==> src/rtl/seven_seg_pkg.sv <==
// Shared constants for the 4-digit 7-segment scan driver.
// Glyphs are {g,f,e,d,c,b,a}, active-low (common-anode display).
// Contents:
//   SEG_BLANK, SEG_DASH, SEG_DIGIT[0:9] glyph constants
//   DIG_SEC1..DIG_MIN10 digit index constants (0..3)
//   blink_phase_e       visible/hidden blink phase
package seven_seg_pkg;

    localparam logic [6:0] SEG_BLANK = 7'b1111111;
    localparam logic [6:0] SEG_DASH  = 7'b0111111;

    localparam logic [6:0] SEG_DIGIT [0:9] = '{
        7'b1000000,  // 0
        7'b1111001,  // 1
        7'b0100100,  // 2
        7'b0110000,  // 3
        7'b0011001,  // 4
        7'b0010010,  // 5
        7'b0000010,  // 6
        7'b1111000,  // 7
        7'b0000000,  // 8
        7'b0010000   // 9
    };

    localparam logic [1:0] DIG_SEC1  = 2'd0;
    localparam logic [1:0] DIG_SEC10 = 2'd1;
    localparam logic [1:0] DIG_MIN1  = 2'd2;
    localparam logic [1:0] DIG_MIN10 = 2'd3;

    typedef enum logic {
        PhVisible = 1'b0,
        PhHidden  = 1'b1
    } blink_phase_e;

endpackage

==> src/rtl/bcd_to_seg.sv <==
// Combinational BCD to 7-segment glyph decoder.
// Ports:
//   bcd  in  4  BCD code; 10-15 are shown as a dash, not corrected
//   seg  out 7  {g,f,e,d,c,b,a}, active-low
module bcd_to_seg
    import seven_seg_pkg::*;
(
    input  logic [3:0] bcd,
    output logic [6:0] seg
);

    always_comb begin
        seg = SEG_DASH;
        case (bcd)
            4'd0: seg = SEG_DIGIT[0];
            4'd1: seg = SEG_DIGIT[1];
            4'd2: seg = SEG_DIGIT[2];
            4'd3: seg = SEG_DIGIT[3];
            4'd4: seg = SEG_DIGIT[4];
            4'd5: seg = SEG_DIGIT[5];
            4'd6: seg = SEG_DIGIT[6];
            4'd7: seg = SEG_DIGIT[7];
            4'd8: seg = SEG_DIGIT[8];
            4'd9: seg = SEG_DIGIT[9];
            default: seg = SEG_DASH;
        endcase
    end

endmodule

==> src/rtl/seven_seg_scan.sv <==
// Time-multiplexed 4-digit common-anode 7-segment driver for the stopwatch digits.
// A snapshot of all four digits is taken once per full scan so a scan never mixes
// two counter states. Each digit slot is one blank (anti-ghosting) cycle plus
// REFRESH_DIV-1 lit cycles. In adjust mode the selected digit pair blinks.
// Optional build macro: LEADING_ZERO_BLANK_EN blanks the minutes-tens digit when it is 0.
// Ports:
//   clk, rst                   clock, synchronous active-high reset
//   sec_1s_in .. min_10s_in    BCD digits from the counter
//   adj                        adjust mode, enables blinking
//   sel                        1 = blink seconds pair, 0 = blink minutes pair
//   an                         digit enables, active-low, an[0] = seconds units
//   seg                        segments {g,f,e,d,c,b,a}, active-low
//   dp                         decimal point, active-low, lit only on digit 2
module seven_seg_scan
    import seven_seg_pkg::*;
#(
    parameter int unsigned REFRESH_DIV = 100000,
    parameter int unsigned BLINK_DIV   = 25000000
) (
    input  logic       clk,
    input  logic       rst,
    input  logic [3:0] sec_1s_in,
    input  logic [3:0] sec_10s_in,
    input  logic [3:0] min_1s_in,
    input  logic [3:0] min_10s_in,
    input  logic       adj,
    input  logic       sel,
    output logic [3:0] an,
    output logic [6:0] seg,
    output logic       dp
);

    localparam int unsigned RCNT_W = $clog2(REFRESH_DIV);
    localparam int unsigned BCNT_W = $clog2(BLINK_DIV);

    logic [RCNT_W-1:0] rcnt_q;
    logic [1:0]        idx_q;
    logic [3:0]        snap_q [4];
    logic [BCNT_W-1:0] bcnt_q;
    blink_phase_e      phase_q;
    logic [3:0]        an_q;
    logic [6:0]        seg_q;
    logic              dp_q;

    logic       rcnt_last;
    logic       bcnt_last;
    logic       pair_sel;
    logic [6:0] dec_seg;
    logic [6:0] lit_seg;

    assign rcnt_last = (rcnt_q == RCNT_W'(REFRESH_DIV - 1));
    assign bcnt_last = (bcnt_q == BCNT_W'(BLINK_DIV - 1));

    bcd_to_seg u_dec (
        .bcd (snap_q[idx_q]),
        .seg (dec_seg)
    );

    // Digit currently in the pair chosen for blinking.
    assign pair_sel = sel ? (idx_q == DIG_SEC1 || idx_q == DIG_SEC10)
                          : (idx_q == DIG_MIN1 || idx_q == DIG_MIN10);

    always_comb begin
        lit_seg = dec_seg;
        // adj is used directly so dropping it unhides on the very next lit cycle.
        if (adj && (phase_q == PhHidden) && pair_sel) begin
            lit_seg = SEG_BLANK;
        end
`ifdef LEADING_ZERO_BLANK_EN
        if ((idx_q == DIG_MIN10) && (snap_q[DIG_MIN10] == 4'd0)) begin
            lit_seg = SEG_BLANK;
        end
`endif
    end

    always_ff @(posedge clk) begin
        if (rst) begin
            rcnt_q            <= '0;
            idx_q             <= DIG_SEC1;
            snap_q[DIG_SEC1]  <= 4'd0;
            snap_q[DIG_SEC10] <= 4'd0;
            snap_q[DIG_MIN1]  <= 4'd0;
            snap_q[DIG_MIN10] <= 4'd0;
            bcnt_q            <= '0;
            phase_q           <= PhVisible;
            an_q              <= 4'b1111;
            seg_q             <= SEG_BLANK;
            dp_q              <= 1'b1;
        end else begin
            if (rcnt_last) begin
                // Blank cycle between slots; also the point where a new scan starts.
                rcnt_q <= '0;
                idx_q  <= idx_q + 2'd1;
                an_q   <= 4'b1111;
                seg_q  <= SEG_BLANK;
                dp_q   <= 1'b1;
                if (idx_q == DIG_MIN10) begin
                    snap_q[DIG_SEC1]  <= sec_1s_in;
                    snap_q[DIG_SEC10] <= sec_10s_in;
                    snap_q[DIG_MIN1]  <= min_1s_in;
                    snap_q[DIG_MIN10] <= min_10s_in;
                end
            end else begin
                rcnt_q <= rcnt_q + RCNT_W'(1);
                an_q   <= ~(4'b0001 << idx_q);
                seg_q  <= lit_seg;
                dp_q   <= (idx_q != DIG_MIN1);
            end

            if (!adj) begin
                bcnt_q  <= '0;
                phase_q <= PhVisible;
            end else if (bcnt_last) begin
                bcnt_q  <= '0;
                phase_q <= (phase_q == PhVisible) ? PhHidden : PhVisible;
            end else begin
                bcnt_q <= bcnt_q + BCNT_W'(1);
            end
        end
    end

    assign an  = an_q;
    assign seg = seg_q;
    assign dp  = dp_q;

endmodule

==> config.mk <==
export PLATFORM = sky130hd
export DESIGN_NAME = seven_seg_scan
export DESIGN_NICKNAME = d
export VERILOG_FILES = /design/src/rtl/seven_seg_pkg.sv /design/src/rtl/bcd_to_seg.sv /design/src/rtl/seven_seg_scan.sv
export SDC_FILE = /design/constraint.sdc
export NUM_CORES = 1
export LEC_CHECK = 0
export ABC_AREA = 1
export CAP_MARGIN = 20
export CORE_MARGIN = 5
export CORE_UTILIZATION = 45
export DETAILED_ROUTE_END_ITERATION = 16
export GPL_ROUTABILITY_DRIVEN = 0
export HOLD_SLACK_MARGIN = 0.02
export PLACE_DENSITY_LB_ADDON = 0.3
export SLEW_MARGIN = 40
export SYNTH_ARGS = -nofsm -noshare
export SYNTH_HDL_FRONTEND = slang
export SYNTH_SLANG_ARGS = --single-unit
==> constraint.sdc <==
create_clock -name clk -period 5.9 [get_ports clk]
set_clock_uncertainty 0.2 [all_clocks]
set_input_delay 0.59 -clock clk [delete_from_list [all_inputs] [get_ports clk]]
set_output_delay 0.59 -clock clk [all_outputs]
set_load 0.01 [all_outputs]
* After elaboration in Yosys (flattened, before gate mapping)
Memories as Yosys holds them, arrays and structs flattened. A register that Yosys moved wholly into a read port is not among the register bits. Cells that the tools add are included.
Word-level totals: bits in registers 50, RAM bits 16, memory bits (read-only) 112, bits of input ports 20, output and inout bits 12, word-level logic and storage cells 47, memories 2
Memory list:
- (name not given) | words 16, bits a word 7, read ports 1, clocked after Yosys merged registers in 1, wr ports 0, line bcd_to_seg.sv:14 | case (bcd)
- snap_q | words 4, bits a word 4, read ports 1, clocked after Yosys merged registers in 1, wr ports 4, line seven_seg_scan.sv:38 | logic [3:0] snap_q [4];
Operators by class: $add $sub $neg 3, equal/unequal tests 6, shifts and indexed selects 1, muxes and demuxes 14, bitwise gates (word level) 6, reduce and logical (&&, ||, !) cells 9
Operator list (count):
- adder 25 x 1 -> 25 bit, second input constant | 1
- equality test 25 bit, second input constant | 1
- adder 17 x 1 -> 17 bit, second input constant | 1
- equality test 17 bit, second input constant | 1
- two-way mux 4 bit | 4
- two-way mux 1 bit | 8
- OR reduction 3 bit | 2
- equality test 2 bit, second input constant | 2
- two-way mux 2 bit | 2
- NOT 4 bit | 1
- bitwise OR 1 bit | 4
- OR reduction 2 bit | 2
- << shifter 1 x 2 -> 4 bit, first input constant | 1
- adder 2 x 1 -> 2 bit, second input constant | 1
- equality test 2 x 1 -> 1 bit, second input constant | 1
- logical AND 1 bit | 2
- zero test 2 bit | 1
- logical OR 1 bit | 2
- inequality test 2 bit, second input constant | 1
- NOT 1 bit | 1

* Depth between registers and ports, before layout
word-level depth 6, depth in mapped cells 12

* Modules after synthesis
Synthesis repeated with hierarchy kept, for this count alone.
Unflattened totals: cell total of the unflattened synthesis 513, area total of the unflattened synthesis 3714.8 um^2
Modules (own cells, without submodules):
- seven_seg_scan | times used 1, cells an instance 478, area an instance 3528.4 um^2, seq. area each 1641.6 um^2
- bcd_to_seg | times used 1, cells an instance 35, area an instance 186.4 um^2, seq. area each 0.0 um^2

* Worst setup path before layout
OpenSTA, ideal clock, no wires.
path kind flip-flop to flip-flop, start point reg rcnt_q[0], end point mem snap_q[0][0], enable pin, data arrival time 1.406 ns, data required time 5.328 ns, slack 3.923 ns, cell stages (with the launch flop) 8, clock period less this slack 1.977 ns, cell sequence dfxtp_1 -> ha_1 -> nand2_1 -> nor2_4 -> nand2_1 -> nor2_1 -> nand3_1 -> nand2_1
RTL lines:
- from (decl) | line seven_seg_scan.sv:36 | logic [RCNT_W-1:0] rcnt_q;
- from (signal assigned) | line seven_seg_scan.sv:104 | rcnt_q <= rcnt_q + RCNT_W'(1);
- to (decl) | line seven_seg_scan.sv:38

==> results.toml <==
[synth]
synth-main-ff-cell = "dfxtp_1"
ys_async_sr_fraction_pct = 0
synth.most_common_cell = "nand2_1"
synth_cells = 519
syn_area_mm2 = 0.00376
synth_top_cell_area_share_pct = 30.9
ys_top_cells_by_area = "dfxtp_1 (31%), nand2_1 (14%), edfxtp_1 (13%)"
ys_warn_count = 0
syn_area_per_cell_um2 = 7.25
yosysTopAreaCell = "dfxtp_1"
synth-edff-count = 16
synth_cell_types = 29
yosysSeqAreaShare_pct = 43.6
synth.net_count = 550
synth_common_cells = "nand2_1 (142), nor2_1 (83), inv_1 (74)"
ys_seq_elements = 74

[place]
dp_slack_ns = 3.57
hpwl_um = 5640
dp_cells = 649
io_buffer_count = 31

[final_layout]
fillers = 815
area_growth_pct = 15.6
layout.cells.non_filler = 665
multi_input_area_mm2 = 0.00178
layout.nets = 586
num_antenna_cells = 0
seqCellArea_mm2 = 0.00164
drive_gt1_share_pct = 7.86

[global_route]
grt_pass1_vias = 3082
grt_usage_pct = 15.5
grt_overflow = 0
antenna_found_initial = 0
grt_first_pass_wirelength_um = 12800
grt_max_degree = 26

[floorplan]
dieArea_mm2 = 0.0103
fp.coreArea_mm2 = 0.00818
rows = 33
num_io_pins = 32
initial_core_util_pct = 46.0
floorplan.die.width_um = 101
die_y_um = 101

[timing]
setup_ws_ns = 3.66
min_period_ns = 2.24
fin_crit_sh_pct = 38.0
max_freq_mhz = 446
rsz0062_at_grt = "no"
totalNegativeSetupSlack_ns = 0
slew_headroom_pct = 56.8
slew_viol_final = 0
setup_viol = 0
hold_viol = 0
worst_pin_slew_ns = 0.646

[power_and_ir_drop]
power_mw = 0.990
comb_power_share_pct = 5.6
power.leakage_nw = 1.60
clkPwrFrac_pct = 40.7
switching_share_pct = 24.0
power_frac_seq_pct = 53.7
vdd_drop_max_mv = 0.128
powerDensity_mw_per_mm2 = 228
internal_power_mw = 0.752
switching_power_mw = 0.238

[setup_path]
path_cells = "ha_1 -> nand2_1 -> nor2_4 -> nand2_1 -> nor2_1 -> nand3_1 -> nand2_1"
path_max_fanout = 16
crit_top_cell = "nand2_1"
critPathBufInv = 0
start_kind = "register"
cpLargestDelayFamily = "simple AND/OR/NAND/NOR gates"
critPathKind = "reg -> reg"
cp.required_ns = 5.69
max_stage_delay_ns = 0.49
reg2reg_slack_ns = 3.66
arrival_ns = 2.03
end_kind = "register"
cp_slowest_cell = "nand2_1"

[detailed_routing]
wl_um = 7470
avgViaCountPerCell = 4.78
wl_per_cell_um = 11.2
vias = 3177
drt_iter0_drc = 104
ant_nets = 0
drt_first_pass_iters = 4
drc = 0

[cts]
clk_latency_ns = 0.35
cts_max_level = 3
cts_tree = "built"
cts-root-buf = "clkbuf_8"
cts_num_sinks = 74
hold_buffers = 0
cts_buffers = 9
post_cts_buffers = 0
path_clk_slew_ns = 0.08
cts_resized = 0
cts_buffer_depth = 2

[job]
maxCapViolCount = 0

[min_path]
hold_class = "reg -> reg"

[run_status]
status = "complete, no violations"
sequential cells by signal, indices dropped and copies added, names as in the netlist, named ones only:
register and flops:
dp 1, rcnt_q 17, bcnt_q 25, an 3, snap_q 16, seg 7, phase_q 1, idx_q 2
cell type report:
| cell class | count | area share (%) |
|---|---|---|
| inverters | 75 | 6.47 |
| multi-input cells | 364 | 41.0 |
| flip-flops and latches | 74 | 37.7 |
| repair buffers | 31 | 7.13 |
| well taps | 105 | 3.02 |
| clock buffers | 9 | 2.85 |
| clock inverters | 7 | 1.75 |
power groups by stage:
| stage | Combinational (mW) | Sequential, mW | Clock, mW |
|---|---|---|---|
| after global routing | 0.0625 | 0.533 | 0.432 |
| after detailed placement | 0.0562 | 0.543 | 0 |
| after floorplan | 0.0290 | 0.544 | 0 |
| after CTS | 0.0563 | 0.531 | 0.409 |
| final | 0.0557 | 0.531 | 0.403 |
| after global placement | 0.0548 | 0.543 | 0 |
layer usage:
layer / GRT usage (%) / vias to the layer above / wire length (um)
met1: 18.1 / 1437 / 3390
met3: 4.61 / 12 / 325
li1: - / 1678 / -
met2: 27.4 / 50 / 3630
met4: 4.81 / 0 / 116
met5: 0 / - / 0
placed cells by master, fill, tap and decap left out, types with 9 or more instances in the layout:
cell type and instances:
nand2_1 142, xor2_1 10, nand3_1 34, nor3_1 10
clkdlybuf4s50_1 31, a21oi_1 18, dfxtp_1 58, clkbuf_8 9
nor2_2 13, edfxtp_1 16, ha_1 11, nand3b_1 9
nor2_1 83, inv_1 74
stage by stage:
stage          hold WS, ns  utilization, %  instance area [um2]
2_1_floorplan        0.217               -                 3760
3_3_place_gp         0.226            50.7                 4150
3_5_place_dp         0.243            50.7                 4150
4_1_cts              0.261            53.2                 4350
5_1_grt              0.297            53.2                 4350
6_report             0.257            53.2                 4350
final timing paths:
| kind | endpoint | from | cells after the start |
|---|---|---|---|
| min | bcnt_q[0]$_SDFF_PP0_ | bcnt_q[0]$_SDFF_PP0_ | 1 |
| max | snap_q[2][3]$_SDFFCE_PN0P_ | rcnt_q[0]$_SDFF_PP0_ | 7 |
| min reg2reg | bcnt_q[0]$_SDFF_PP0_ | bcnt_q[0]$_SDFF_PP0_ | 1 |
| max reg2reg | snap_q[2][3]$_SDFFCE_PN0P_ | rcnt_q[0]$_SDFF_PP0_ | 7 |
kinds of logic after synthesis:
kind of cell | count (synthesis) | share of synthesized area (%)
AOI/OAI and AO/OA | 27 | 3.73
xor gates and xnor gates | 13 | 3.03
adders and majority gates | 11 | 3.66
buffers and inverters | 81 | 8.92
DFF | 74 | 43.6
and+or+nand+nor | 313 | 37.0
Note: power is estimated with default switching activity, not from simulation.
